File: config.mk
export PLATFORM = sky130hd
export DESIGN_NAME = alu_control_fsm_flat
export DESIGN_NICKNAME = d
export VERILOG_FILES = /design/src/rtl/alu_control_fsm_if.sv /design/src/rtl/alu_control_fsm.sv /design/src/flat_wrapper.sv
export SDC_FILE = /design/constraint.sdc
export NUM_CORES = 1
export LEC_CHECK = 0
export CAP_MARGIN = 20
export CORE_UTILIZATION = 45
export DETAILED_ROUTE_END_ITERATION = 10
export PLACE_DENSITY = 0.75
export SLEW_MARGIN = 40
export SYNTH_ARGS = -nofsm -noshare
export SYNTH_HDL_FRONTEND = slang
export SYNTH_SLANG_ARGS = --single-unit
File: constraint.sdc
create_clock -name clk -period 2 [get_ports clk]
set_input_delay 0.4 -clock clk [delete_from_list [all_inputs] [get_ports clk]]
set_output_delay 0.4 -clock clk [all_outputs]
set_load 0.02 [all_outputs]
File: src/rtl/alu_control_fsm_if.sv
// Control bundle between the ALU control FSM (master) and the datapath/memory side (slave).
interface alu_control_fsm_if #(
   parameter int INSTR_W = 16,
   parameter int RA_W    = 2
);
   logic               start;
   logic [INSTR_W-1:0] instr;
   logic               mem_ready;
   logic               mem_req;
   logic               mem_we;
   logic               mem_sel_data;
   logic               ir_load;
   logic               pc_inc;
   logic [2:0]         alu_opcode;
   logic               alu_out_ld;
   logic [RA_W-1:0]    rf_raddr_a;
   logic [RA_W-1:0]    rf_raddr_b;
   logic [RA_W-1:0]    rf_waddr;
   logic               rf_we;
   logic               wb_from_mem;
   logic               busy;
   logic               halted;
   logic               illegal;

   modport master (
      input  start, instr, mem_ready,
      output mem_req, mem_we, mem_sel_data, ir_load, pc_inc, alu_opcode, alu_out_ld,
             rf_raddr_a, rf_raddr_b, rf_waddr, rf_we, wb_from_mem, busy, halted, illegal
   );

   modport slave (
      output start, instr, mem_ready,
      input  mem_req, mem_we, mem_sel_data, ir_load, pc_inc, alu_opcode, alu_out_ld,
             rf_raddr_a, rf_raddr_b, rf_waddr, rf_we, wb_from_mem, busy, halted, illegal
   );
endinterface

File: src/rtl/alu_control_fsm.sv
// Multi-cycle fetch/decode/execute/mem/write-back sequencer for a 16-bit ALU datapath.
// Zero-wait latency: ADD/SUB 4, LOAD 5, STORE 4, NOP 2; memory stalls by holding in FETCH/MEM until mem_ready.
module alu_control_fsm #(
   parameter int INSTR_W = 16,
   parameter int RA_W    = 2
) (
   input logic              clk,
   input logic              rst_n,
   alu_control_fsm_if.master bus
);
   localparam int OP_HI = INSTR_W - 1;
   localparam int RD_HI = INSTR_W - 4;
   localparam int RS_HI = RD_HI - RA_W;
   localparam int RT_HI = RS_HI - RA_W;

   localparam logic [2:0] OP_ADD   = 3'b000;
   localparam logic [2:0] OP_SUB   = 3'b001;
   localparam logic [2:0] OP_LOAD  = 3'b100;
   localparam logic [2:0] OP_STORE = 3'b101;
   localparam logic [2:0] OP_NOP   = 3'b110;
   localparam logic [2:0] OP_HALT  = 3'b111;

   typedef enum logic [2:0] {
      S_IDLE, S_FETCH, S_DECODE, S_EXEC, S_MEM, S_WB, S_HALTED
   } state_t;

   typedef struct packed {
      logic            mem_req;
      logic            mem_we;
      logic            mem_sel_data;
      logic [2:0]      alu_opcode;
      logic            alu_out_ld;
      logic [RA_W-1:0] rf_raddr_a;
      logic [RA_W-1:0] rf_raddr_b;
      logic [RA_W-1:0] rf_waddr;
      logic            rf_we;
      logic            wb_from_mem;
      logic            busy;
      logic            halted;
   } ctl_t;

   state_t             state, nxt_state;
   logic [INSTR_W-1:0] ir, nxt_ir;
   logic               illegal_flag, nxt_illegal;
   ctl_t               ctl, nxt_ctl;

   logic [2:0]      op, n_op;
   logic [RA_W-1:0] n_rd, n_rs, n_rt;
   logic            unused_ir_bits;

   assign op   = ir[OP_HI -: 3];
   assign n_op = nxt_ir[OP_HI -: 3];
   assign n_rd = nxt_ir[RD_HI -: RA_W];
   assign n_rs = nxt_ir[RS_HI -: RA_W];
   assign n_rt = nxt_ir[RT_HI -: RA_W];
   assign unused_ir_bits = ^{ir[RT_HI-RA_W:0], nxt_ir[RT_HI-RA_W:0]};

   always_comb begin
      nxt_state   = state;
      nxt_ir      = ir;
      nxt_illegal = illegal_flag;
      case (state)
         S_IDLE:   if (bus.start) nxt_state = S_FETCH;
         S_FETCH:  if (bus.mem_ready) begin
                      nxt_ir    = bus.instr;
                      nxt_state = S_DECODE;
                   end
         S_DECODE: case (op)
                      OP_ADD, OP_SUB, OP_LOAD, OP_STORE: nxt_state = S_EXEC;
                      OP_NOP:  nxt_state = S_FETCH;
                      OP_HALT: nxt_state = S_HALTED;
                      default: begin
                         nxt_illegal = 1'b1;
                         nxt_state   = S_HALTED;
                      end
                   endcase
         S_EXEC:   nxt_state = (op == OP_ADD || op == OP_SUB) ? S_WB : S_MEM;
         S_MEM:    if (bus.mem_ready) nxt_state = (op == OP_STORE) ? S_FETCH : S_WB;
         S_WB:     nxt_state = S_FETCH;
         S_HALTED: nxt_state = S_HALTED;
         default:  nxt_state = S_IDLE;
      endcase
   end

   // Moore outputs are decoded from the next state so the registered copy matches the state it describes.
   always_comb begin
      nxt_ctl = '0;
      case (nxt_state)
         S_FETCH:  nxt_ctl.mem_req = 1'b1;
         S_DECODE: begin
            nxt_ctl.rf_raddr_a = n_rs;
            nxt_ctl.rf_raddr_b = n_rt;
         end
         S_EXEC: begin
            nxt_ctl.alu_opcode = n_op;
            nxt_ctl.rf_raddr_a = n_rs;
            nxt_ctl.rf_raddr_b = n_rt;
            nxt_ctl.alu_out_ld = 1'b1;
         end
         S_MEM: begin
            nxt_ctl.mem_req      = 1'b1;
            nxt_ctl.mem_sel_data = 1'b1;
            nxt_ctl.mem_we       = (n_op == OP_STORE);
            nxt_ctl.rf_raddr_a   = n_rd;
         end
         S_WB: begin
            nxt_ctl.rf_we       = 1'b1;
            nxt_ctl.rf_waddr    = n_rd;
            nxt_ctl.wb_from_mem = (n_op == OP_LOAD);
         end
         S_HALTED: nxt_ctl.halted = 1'b1;
         default:  nxt_ctl = '0;
      endcase
      nxt_ctl.busy = (nxt_state != S_IDLE) && (nxt_state != S_HALTED);
   end

   always_ff @(posedge clk or negedge rst_n) begin
      if (!rst_n) begin
         state        <= S_IDLE;
         ir           <= '0;
         illegal_flag <= 1'b0;
         ctl          <= '0;
      end else begin
         state        <= nxt_state;
         ir           <= nxt_ir;
         illegal_flag <= nxt_illegal;
         ctl          <= nxt_ctl;
      end
   end

   // IR load and PC increment fire in the same cycle the fetch completes.
   assign bus.ir_load      = (state == S_FETCH) && bus.mem_ready;
   assign bus.pc_inc       = (state == S_FETCH) && bus.mem_ready;
   assign bus.mem_req      = ctl.mem_req;
   assign bus.mem_we       = ctl.mem_we;
   assign bus.mem_sel_data = ctl.mem_sel_data;
   assign bus.alu_opcode   = ctl.alu_opcode;
   assign bus.alu_out_ld   = ctl.alu_out_ld;
   assign bus.rf_raddr_a   = ctl.rf_raddr_a;
   assign bus.rf_raddr_b   = ctl.rf_raddr_b;
   assign bus.rf_waddr     = ctl.rf_waddr;
   assign bus.rf_we        = ctl.rf_we;
   assign bus.wb_from_mem  = ctl.wb_from_mem;
   assign bus.busy         = ctl.busy;
   assign bus.halted       = ctl.halted;
   assign bus.illegal      = illegal_flag;
endmodule

File: src/flat_wrapper.sv
// flat-port wrapper written by rule: the top's interface ports become plain ports
module alu_control_fsm_flat 
#(
   parameter int INSTR_W = 16,
   parameter int RA_W    = 2
)
  (clk, rst_n, bus_start, bus_instr, bus_mem_ready, bus_mem_req, bus_mem_we, bus_mem_sel_data, bus_ir_load, bus_pc_inc, bus_alu_opcode, bus_alu_out_ld, bus_rf_raddr_a, bus_rf_raddr_b, bus_rf_waddr, bus_rf_we, bus_wb_from_mem, bus_busy, bus_halted, bus_illegal);
  alu_control_fsm_if #(.INSTR_W(INSTR_W), .RA_W(RA_W)) bus_i ();
  input logic clk;
  input logic rst_n;
  input wire logic [$bits(bus_i.start)-1:0] bus_start;
  input wire logic [$bits(bus_i.instr)-1:0] bus_instr;
  input wire logic [$bits(bus_i.mem_ready)-1:0] bus_mem_ready;
  output wire logic [$bits(bus_i.mem_req)-1:0] bus_mem_req;
  output wire logic [$bits(bus_i.mem_we)-1:0] bus_mem_we;
  output wire logic [$bits(bus_i.mem_sel_data)-1:0] bus_mem_sel_data;
  output wire logic [$bits(bus_i.ir_load)-1:0] bus_ir_load;
  output wire logic [$bits(bus_i.pc_inc)-1:0] bus_pc_inc;
  output wire logic [$bits(bus_i.alu_opcode)-1:0] bus_alu_opcode;
  output wire logic [$bits(bus_i.alu_out_ld)-1:0] bus_alu_out_ld;
  output wire logic [$bits(bus_i.rf_raddr_a)-1:0] bus_rf_raddr_a;
  output wire logic [$bits(bus_i.rf_raddr_b)-1:0] bus_rf_raddr_b;
  output wire logic [$bits(bus_i.rf_waddr)-1:0] bus_rf_waddr;
  output wire logic [$bits(bus_i.rf_we)-1:0] bus_rf_we;
  output wire logic [$bits(bus_i.wb_from_mem)-1:0] bus_wb_from_mem;
  output wire logic [$bits(bus_i.busy)-1:0] bus_busy;
  output wire logic [$bits(bus_i.halted)-1:0] bus_halted;
  output wire logic [$bits(bus_i.illegal)-1:0] bus_illegal;
  assign bus_i.start = bus_start;
  assign bus_i.instr = bus_instr;
  assign bus_i.mem_ready = bus_mem_ready;
  assign bus_mem_req = bus_i.mem_req;
  assign bus_mem_we = bus_i.mem_we;
  assign bus_mem_sel_data = bus_i.mem_sel_data;
  assign bus_ir_load = bus_i.ir_load;
  assign bus_pc_inc = bus_i.pc_inc;
  assign bus_alu_opcode = bus_i.alu_opcode;
  assign bus_alu_out_ld = bus_i.alu_out_ld;
  assign bus_rf_raddr_a = bus_i.rf_raddr_a;
  assign bus_rf_raddr_b = bus_i.rf_raddr_b;
  assign bus_rf_waddr = bus_i.rf_waddr;
  assign bus_rf_we = bus_i.rf_we;
  assign bus_wb_from_mem = bus_i.wb_from_mem;
  assign bus_busy = bus_i.busy;
  assign bus_halted = bus_i.halted;
  assign bus_illegal = bus_i.illegal;
  alu_control_fsm #(.INSTR_W(INSTR_W), .RA_W(RA_W)) u_core (.clk(clk), .rst_n(rst_n), .bus(bus_i));
endmodule
# Yosys cells after proc, flatten, opt, wreduce, memory -nomap -nowiden

Cells that the tools add are included.
W data, S select, Z words.

Output and inout bits: 20
Register bits: 37
Input port bits: 20
Word-level logic and storage cells: 65

Equality and inequality tests: 20
Multiplexer cells: 16
Bitwise logic cells: 1
Reduce and logical (&&, ||, !) cells: 12

Operator list:

| kind                 | number |
|---|---|
| $eq A3 B3 Y1 const B | 12 |
| $mux W16             | 2 |
| $pmux W3 S7          | 1 |
| $eq A3 B2 Y1 const B | 4 |
| $mux W3              | 4 |
| $eq A3 B1 Y1 const B | 3 |
| $mux W4              | 2 |
| $logic_not A3 Y1     | 2 |
| $pmux W3 S2          | 1 |
| $reduce_or A6 Y1     | 1 |
| $mux W2              | 2 |
| $pmux W2 S2          | 1 |
| $reduce_and A2 Y1    | 2 |
| $reduce_or A2 Y1     | 2 |
| $reduce_or A4 Y1     | 1 |
| $mux W1              | 3 |
| $ne A3 B3 Y1 const B | 1 |
| $reduce_bool A3 Y1   | 1 |
| $logic_and A1 B1 Y1  | 2 |
| $logic_or A1 B1 Y1   | 1 |
| $not A1 Y1           | 1 |

# Depth between registers and ports, before layout

Gate-level depths: netlist of the first run.

Depth after elaboration: 7
Mapped depth: 7
Mapped depth without buffers: 5

# Least setup slack after synthesis of the first run

No wires, ideal clock.

Path kind: reg2reg
From: reg u_core.state[2]
To: reg u_core.ctl, in the netlist u_core.bus.rf_raddr_a[1]
Cell stages (with the launch flop): 8
Slack: 0.447 ns
Arrival time: 1.423 ns
Required time: 1.870 ns
Library setup time: 0.130 ns
Path buffers: 2
Clock period less this slack: 1.553 ns
Cells stage by stage: dfrtp_1 nor2b_2 and3b_1 buf_6 buf_8 mux2_2 nand2_1 o22ai_1

RTL lines:

| item                   | RTL line               | text |
|---|---|---|
| from (decl)            | alu_control_fsm.sv:42  | `state_t state, nxt_state;` |
| from (signal assigned) | alu_control_fsm.sv:124 | `state <= nxt_state;` |
| to (signal assigned)   | alu_control_fsm.sv:127 | `ctl <= nxt_ctl;` |
| to (decl)              | alu_control_fsm.sv:45  | `ctl_t ctl, nxt_ctl;` |

# Final worst setup path of the first run

From: reg u_core.state[0]
To: out bus_pc_inc

Longest elaborated chain between the ends: 2

RTL lines:

| item                | RTL line               | text |
|---|---|---|
| $eq A3 B1 Y1        | alu_control_fsm.sv:133 | `assign bus.pc_inc = (state == S_FETCH) && bus.mem_ready;` |
| $logic_and A1 B1 Y1 | alu_control_fsm.sv:133 |  |
| to (decl)           | flat_wrapper.sv:18     | `output wire logic [$bits(bus_i.pc_inc)-1:0] bus_pc_inc;` |

No other way between the ends.

==> key figures, run 1 <==
Route
  – # DRC: 0
  – Met3 WL: 161 um
  – Vias: 891
  – M1 wire length: 982 um
  – Top Layer Used: met4
  – DRT Pass-1 Iters: 4
  – Vias per cell: 5.241
  – Total Wirelength: 2.411 mm
  – Initial drt markers: 11
  – Post-DR wirelength/cell: 14.18 um
  – Met2 Wirelength: 1.229 mm
  – DRT antenna net count: 0

Clock network
  – Root Buffer: clkbuf_4
  – CTS tree: yes
  – Worst-path clk slew: 0.10 ns
  – Post-cts gate resize count: 2
  – Post-CTS Setup Bufs: 0
  – Htree depth: 2
  – Clock Latency Late Sink: 0.33 ns
  – Total clock sinks: 30
  – CTS max path bufs: 2
  – Num CTS Buffers: 5
  – Post-CTS Hold Fix Bufs: 0

Critical path
  – Crit Path Class: reg2out
  – Slowest cell on crit path: dfrtp_1
  – Max stage delay on crit path: 0.42 ns
  – Required @ worst endpoint: 1.60 ns
  – Arrival @ worst endpoint: 1.50 ns
  – CP Cell Sequence: nor2b_2 -> and3b_1 -> dlygate4sd2_1
  – Max FO, Critical Path: 6
  – CP Capture Type: output pin
  – Startpoint Class: flop

Power and ir drop
  – Pwr Total: 2.627 mW
  – Power Dens Cells: 1549 nW/um^2
  – Leak Pwr: 0.7681 nW
  – Worst IR Drop VDD: 0.001191 V

Finish
  – Layout cells sized above 1: 17.86%
  – ANT cells: 0
  – Filler cells: 207
  – Area Overhead vs Synth: 34.79%
  – Final cell count without fillers: 170
  – Total Nets Final: 160

Synth
  – Async SR Flop Fraction: 100.0%
  – Mapped Area: 1259 um^2
  – Dominant synthesized flop cell: dfrtp_1
  – Count of cell types in the netlist: 35
  – #FFs+latches synth: 30
  – Syn_area_per_cell: 12.59 um^2
  – Gate Count Post-Synth: 100
  – Post-synth EDFFs: 0
  – Ys Warns: 0
  – Nets in the synthesized netlist: 120
  – Register area share after synthesis: 59.64%

Floorplanning
  – Die area: 3012 um^2
  – Core region area: 2567 um^2
  – Row cnt: 18
  – Die Y: 54.89 um
  – Die width: 54.89 um
  – Initial Util: 49.03%
  – Ports: 40

STA
  – Finish-stage setup viols: 0
  – Post-route minimum period: 1.899 ns
  – WHS: 0.4389 ns
  – Skew final: 0.01320 ns
  – Final hold violation count: 0
  – Final setup margin: 0.1009 ns
  – Period utilisation layout: 94.96%
  – Pins Over Slew Limit: 0
  – FMAX: 526.6 MHz
  – RSZ-0062 raised after global routing: no

Place
  – Placed cells: 163
  – Worst slack at placement: -0.1492 ns
  – # port buffers: 32
  – DP Wirelength: 1.761 mm
  – Final RePlAce weighted congestion: 0.8506

Flow run
  – Max-cap violations: 0

GRT
  – GRT Util Overall: 19.91%
  – Largest net degree at the start of global routing: 31
  – Initial antenna violation count: 0
  – Vias in the first global route: 859
  – First-pass GRT wire length: 3.884 mm
  – GR Overflow Total: 0

Outcome
  – Status: finished clean

Worst hold path
  – Worst Hold Class: in2async
cell usage after synthesis (2+ instances only):
cell type,n,area [um^2]
nand2_1,5,18.77
nand2b_1,6,37.54
o22ai_1,2,12.51
buf_2,2,10.01
mux2_2,7,78.83
nand4b_1,2,17.52
a21oi_1,2,10.01
o21bai_4,2,37.54
nor2_1,8,30.03
dfrtp_1,30,750.7
mux2i_1,2,20.02
nor2b_1,4,25.02
inv_1,6,22.52
per-layer routing:
metal	GRT usage, %	vias up
li1	-	422
met1	23.21	431
met2	29.92	33
met3	10.00	5
met4	9.829	0
met5	0	-
cells by family after synthesis:
| family | count (synthesis) | share of synthesized area [%] |
|---|---|---|
| compound gates | 17 | 12.43 |
| xor+xnor | 1 | 0.6960 |
| buf+inv | 11 | 5.268 |
| flops | 30 | 59.64 |
| mux | 9 | 7.853 |
| other cells | 1 | 0.2979 |
| simple gates | 31 | 13.82 |
flip-flops by register name, indices dropped and copies added, names as in the netlist:
register,cells
u_core.bus.mem_req,1
u_core.bus.rf_we,1
u_core.bus.wb_from_mem,1
u_core.bus.mem_sel_data,1
u_core.state,3
u_core.bus.illegal,1
u_core.ir,9
u_core.bus.mem_we,1
u_core.bus.halted,1
u_core.bus.rf_raddr_b,2
u_core.bus.alu_opcode,3
u_core.bus.alu_out_ld,1
u_core.bus.rf_waddr,2
u_core.bus.rf_raddr_a,2
u_core.bus.busy,1
cell usage in the layout (no fill, tap or decap), types with 2 or more instances in the layout:
| cell type | n |
|---|---|
| clkdlybuf4s50_1 | 30 |
| dfrtp_1 | 30 |
| nor2_1 | 8 |
| mux2_2 | 7 |
| nand2b_1 | 6 |
| inv_1 | 6 |
| buf_4 | 6 |
| nand2_1 | 5 |
| clkbuf_4 | 5 |
| nor2b_1 | 4 |
| mux2i_1 | 2 |
| o21bai_4 | 2 |
| nand4b_1 | 2 |
| a21oi_1 | 2 |
| o22ai_1 | 2 |
| dlygate4sd2_1 | 2 |
worst max-delay path, delay by kind of cell, from the launching register on:
kind / cells / cell delay, ns
flops: 1 / 0.42
simple gates: 2 / 0.40
buf+inv: 1 / 0.36
worst paths after layout:
kind / cells past startpoint / slack, ns / start / to
worst max-delay path: 3 / 0.10 / u_core.state[0]$_DFF_PN0_ / bus_pc_inc
worst min-delay path: 2 / 0.44 / rst_n / u_core.bus.alu_opcode[2]$_DFF_PN0_
worst max register to register: 6 / 0.33 / u_core.state[0]$_DFF_PN0_ / u_core.bus.alu_opcode[0]$_DFF_PN0_
worst min register to register: 2 / 0.47 / u_core.bus.illegal$_DFFE_PN0P_ / u_core.bus.illegal$_DFFE_PN0P_
max in group asynchronous: 2 / 1.28 / rst_n / u_core.state[0]$_DFF_PN0_
min in group clk: 2 / 0.47 / u_core.bus.illegal$_DFFE_PN0P_ / u_core.bus.illegal$_DFFE_PN0P_
cell type report:
cell class / count / area [um^2] / area share, %
multi-input combinational: 59 / 441.7 / 26.03
tap: 30 / 37.54 / 2.212
clock buffer: 6 / 51.30 / 3.024
timing repair buffer: 38 / 362.8 / 21.39
clock inverter: 1 / 30.03 / 1.770
inverter: 6 / 22.52 / 1.327
sequential: 30 / 750.7 / 44.25
stage by stage:
stage	util, %	cell area [um^2]	setup TNS, ns
6_report	66.08	1697	0
5_1_grt	66.08	1697	0
4_1_cts	66.08	1697	0
3_5_place_dp	63.01	1618	-0.4121
3_3_place_gp	63.01	1618	-0.2611
2_1_floorplan	-	1259	0
report_power, final:
part	switching, mW	internal (mW)	total, mW	leakage [nW]
sequential	0.130	0.833	0.963	0.382
clock	0.208	0.291	0.498	0.0443
combinational	0.593	0.573	1.17	0.342
Power figures use the tool's default switching activity.
==> inputs of run 2 (changes only) <==
--- a/config.mk
+++ b/config.mk
@@ -8,8 +8,10 @@
 export CAP_MARGIN = 20
 export CORE_UTILIZATION = 45
 export DETAILED_ROUTE_END_ITERATION = 10
+export HOLD_SLACK_MARGIN = 0.08
 export PLACE_DENSITY = 0.75
-export SLEW_MARGIN = 40
+export SETUP_SLACK_MARGIN = 0.05
+export SLEW_MARGIN = 20
 export SYNTH_ARGS = -nofsm -noshare
 export SYNTH_HDL_FRONTEND = slang
 export SYNTH_SLANG_ARGS = --single-unit
==> key figures, run 2 (same netlist as run 1, synthesis figures left out) <==
STA
  – RSZ-0062 raised after global routing: no (unchanged)
  – Pins Over Slew Limit: 0 (unchanged)
  – Final hold violation count: 0 (unchanged)
  – Post-route minimum period: 1.744 ns (was 1.899 ns)
  – WHS: 0.4388 ns (was 0.4389 ns)
  – Finish-stage setup viols: 0 (unchanged)
  – Period utilisation layout: 87.18% (was 94.96%)
  – Skew final: 0.01320 ns (about the same)
  – FMAX: 573.5 MHz (was 526.6 MHz)

Finish
  – Most frequent cells in the layout: clkdlybuf4s50_1 (30), dfrtp_1 (30), nor2_1 (8) (unchanged)
  – ANT cells: 0 (unchanged)
  – Design Area, Final: 1689 um^2 (was 1697 um^2)
  – Register name with the most flops: u_core.ir (unchanged)
  – Total Nets Final: 160 (unchanged)
  – Fin util: 65.79% (was 66.08%)
  – Area Overhead vs Synth: 34.19% (was 34.79%)
  – Max FFs per register: 9 (unchanged)
  – Layout cells sized above 1: 19.29% (was 17.86%)

Critical path
  – Max FO, Critical Path: 6 (unchanged)
  – CP Capture Type: output pin (unchanged)
  – Reg2reg path depth: 5 (was 6)
  – Arrival @ worst endpoint: 1.34 ns (was 1.50 ns)
  – Startpoint Class: flop (unchanged)
  – Required @ worst endpoint: 1.60 ns (about the same)
  – Crit Path Class: reg2out (unchanged)

Floorplanning
  – Core region area: 2567 um^2 (unchanged)
  – Initial Util: 49.03% (unchanged)
  – Ports: 40 (unchanged)
  – Die width: 54.89 um (unchanged)
  – Die area: 3012 um^2 (unchanged)
  – Row cnt: 18 (unchanged)
  – Die Y: 54.89 um (unchanged)

Clock network
  – Worst-path clk slew: 0.10 ns (about the same)
  – Htree depth: 2 (unchanged)
  – Num CTS Buffers: 5 (unchanged)
  – CTS max path bufs: 2 (unchanged)
  – Total clock sinks: 30 (unchanged)
  – Clock Latency Late Sink: 0.33 ns (about the same)
  – Post-CTS Setup Bufs: 0 (unchanged)
  – Root Buffer: clkbuf_4 (unchanged)
  – CTS tree: yes (unchanged)

Place
  – # port buffers: 32 (unchanged)
  – Final RePlAce weighted congestion: 0.8506 (unchanged)
  – Cell area after placement: 1618 um^2 (unchanged)
  – DP Wirelength: 1.761 mm (unchanged)

Route
  – DRT Pass-1 Iters: 4 (unchanged)
  – # DRC: 0 (unchanged)
  – Initial drt markers: 11 (unchanged)
  – Total Wirelength: 2.414 mm (was 2.411 mm)
  – Vias: 891 (unchanged)
  – Post-DR wirelength/cell: 14.20 um (was 14.18 um)
  – Vias per cell: 5.241 (unchanged)
  – DRT antenna net count: 0 (unchanged)

GRT
  – GR Overflow Total: 0 (unchanged)
  – First-pass GRT wire length: 3.884 mm (unchanged)
  – Largest net degree at the start of global routing: 31 (unchanged)
  – Vias in the first global route: 859 (unchanged)
  – Initial antenna violation count: 0 (unchanged)
  – GRT Util Overall: 19.91% (unchanged)

Power and ir drop
  – Worst IR Drop VDD: 0.001191 V (about the same)
  – Power Dens Cells: 1554 nW/um^2 (was 1549 nW/um^2)
  – Leak Pwr: 0.7621 nW (was 0.7681 nW)
  – Pwr Total: 2.625 mW (was 2.627 mW)

Outcome
  – Status: finished clean (unchanged)

Worst hold path
  – Worst Hold Class: in2async (unchanged)

Flow run
  – Max-cap violations: 0 (unchanged)
run 2: changes by cell type in the layout (fill, tap and decap cells not counted):
cell	change
dlygate4sd2_1	-2
clkbuf_2	+2
run 2: routing by layer:
metal	vias to the layer above	wire length, um	global-route usage (%)
met5	-	0	0
met4	0	38	9.829
met3	5	161	10.00
met2	33	1229	29.92
met1	431	985	23.21
li1	422	-	-
run 2: where the power goes:
group / internal, mW / switching (mW) / total, mW
registers: 0.833 / 0.130 / 0.963
logic: 0.570 / 0.594 / 1.16
clock network: 0.291 / 0.208 / 0.499
total: 1.69 / 0.931 / 2.62
run 2: critical path, stage by stage (launching register included):
cell and delay (ns):
dfrtp_1 0.42, nor2b_2 0.19, and3b_1 0.22, clkbuf_2 0.19
run 2: final cells by class:
cell class / count / area, um^2
well taps: 30 / 37.54
fillers: 208 / 878.3
flip-flops and latches: 30 / 750.7
multi-input cells: 59 / 441.7
clock inverters: 1 / 30.03
clock buffers: 6 / 51.30
repair buffers: 38 / 355.3
inverters: 6 / 22.52
run 2: worst paths after layout:
kind / slack, ns / from / to
max: 0.26 / u_core.state[0]$_DFF_PN0_ / bus_pc_inc
min: 0.44 / rst_n / u_core.bus.alu_opcode[2]$_DFF_PN0_
max reg2reg: 0.32 / u_core.state[0]$_DFF_PN0_ / u_core.bus.alu_opcode[0]$_DFF_PN0_
min reg2reg: 0.47 / u_core.bus.illegal$_DFFE_PN0P_ / u_core.bus.illegal$_DFFE_PN0P_
max in group asynchronous: 1.28 / rst_n / u_core.state[0]$_DFF_PN0_
min in group clk: 0.47 / u_core.bus.illegal$_DFFE_PN0P_ / u_core.bus.illegal$_DFFE_PN0P_
run 2: what timing repair did:
item,4_1_cts,5_1_grt
setup endpoints to repair,2,2
hold endpoints to repair,0,0
gates resized for setup,2,4
hold buffers,0,0
run 2: metrics by stage:
step	instances	setup TNS [ns]	worst slack [ns]
global route	170	0	0.1691
floorplan	100	0	0.4471
finish	170	0	0.2565
global placement	163	-0.2611	-0.1308
detailed placement	163	-0.4121	-0.1492
CTS	170	0	0.09356
==> inputs of run 3 (changes only) <==
--- a/config.mk
+++ b/config.mk
@@ -5,8 +5,10 @@
 export SDC_FILE = /design/constraint.sdc
 export NUM_CORES = 1
 export LEC_CHECK = 0
+export ABC_CLOCK_PERIOD_IN_PS = 2000
 export CAP_MARGIN = 20
 export CORE_UTILIZATION = 45
+export CTS_CLUSTER_DIAMETER = 60
 export DETAILED_ROUTE_END_ITERATION = 10
 export HOLD_SLACK_MARGIN = 0.08
 export PLACE_DENSITY = 0.75
==> results of run 3 <==
No change in the layout: final DEF, timing and power equal those of run 2.
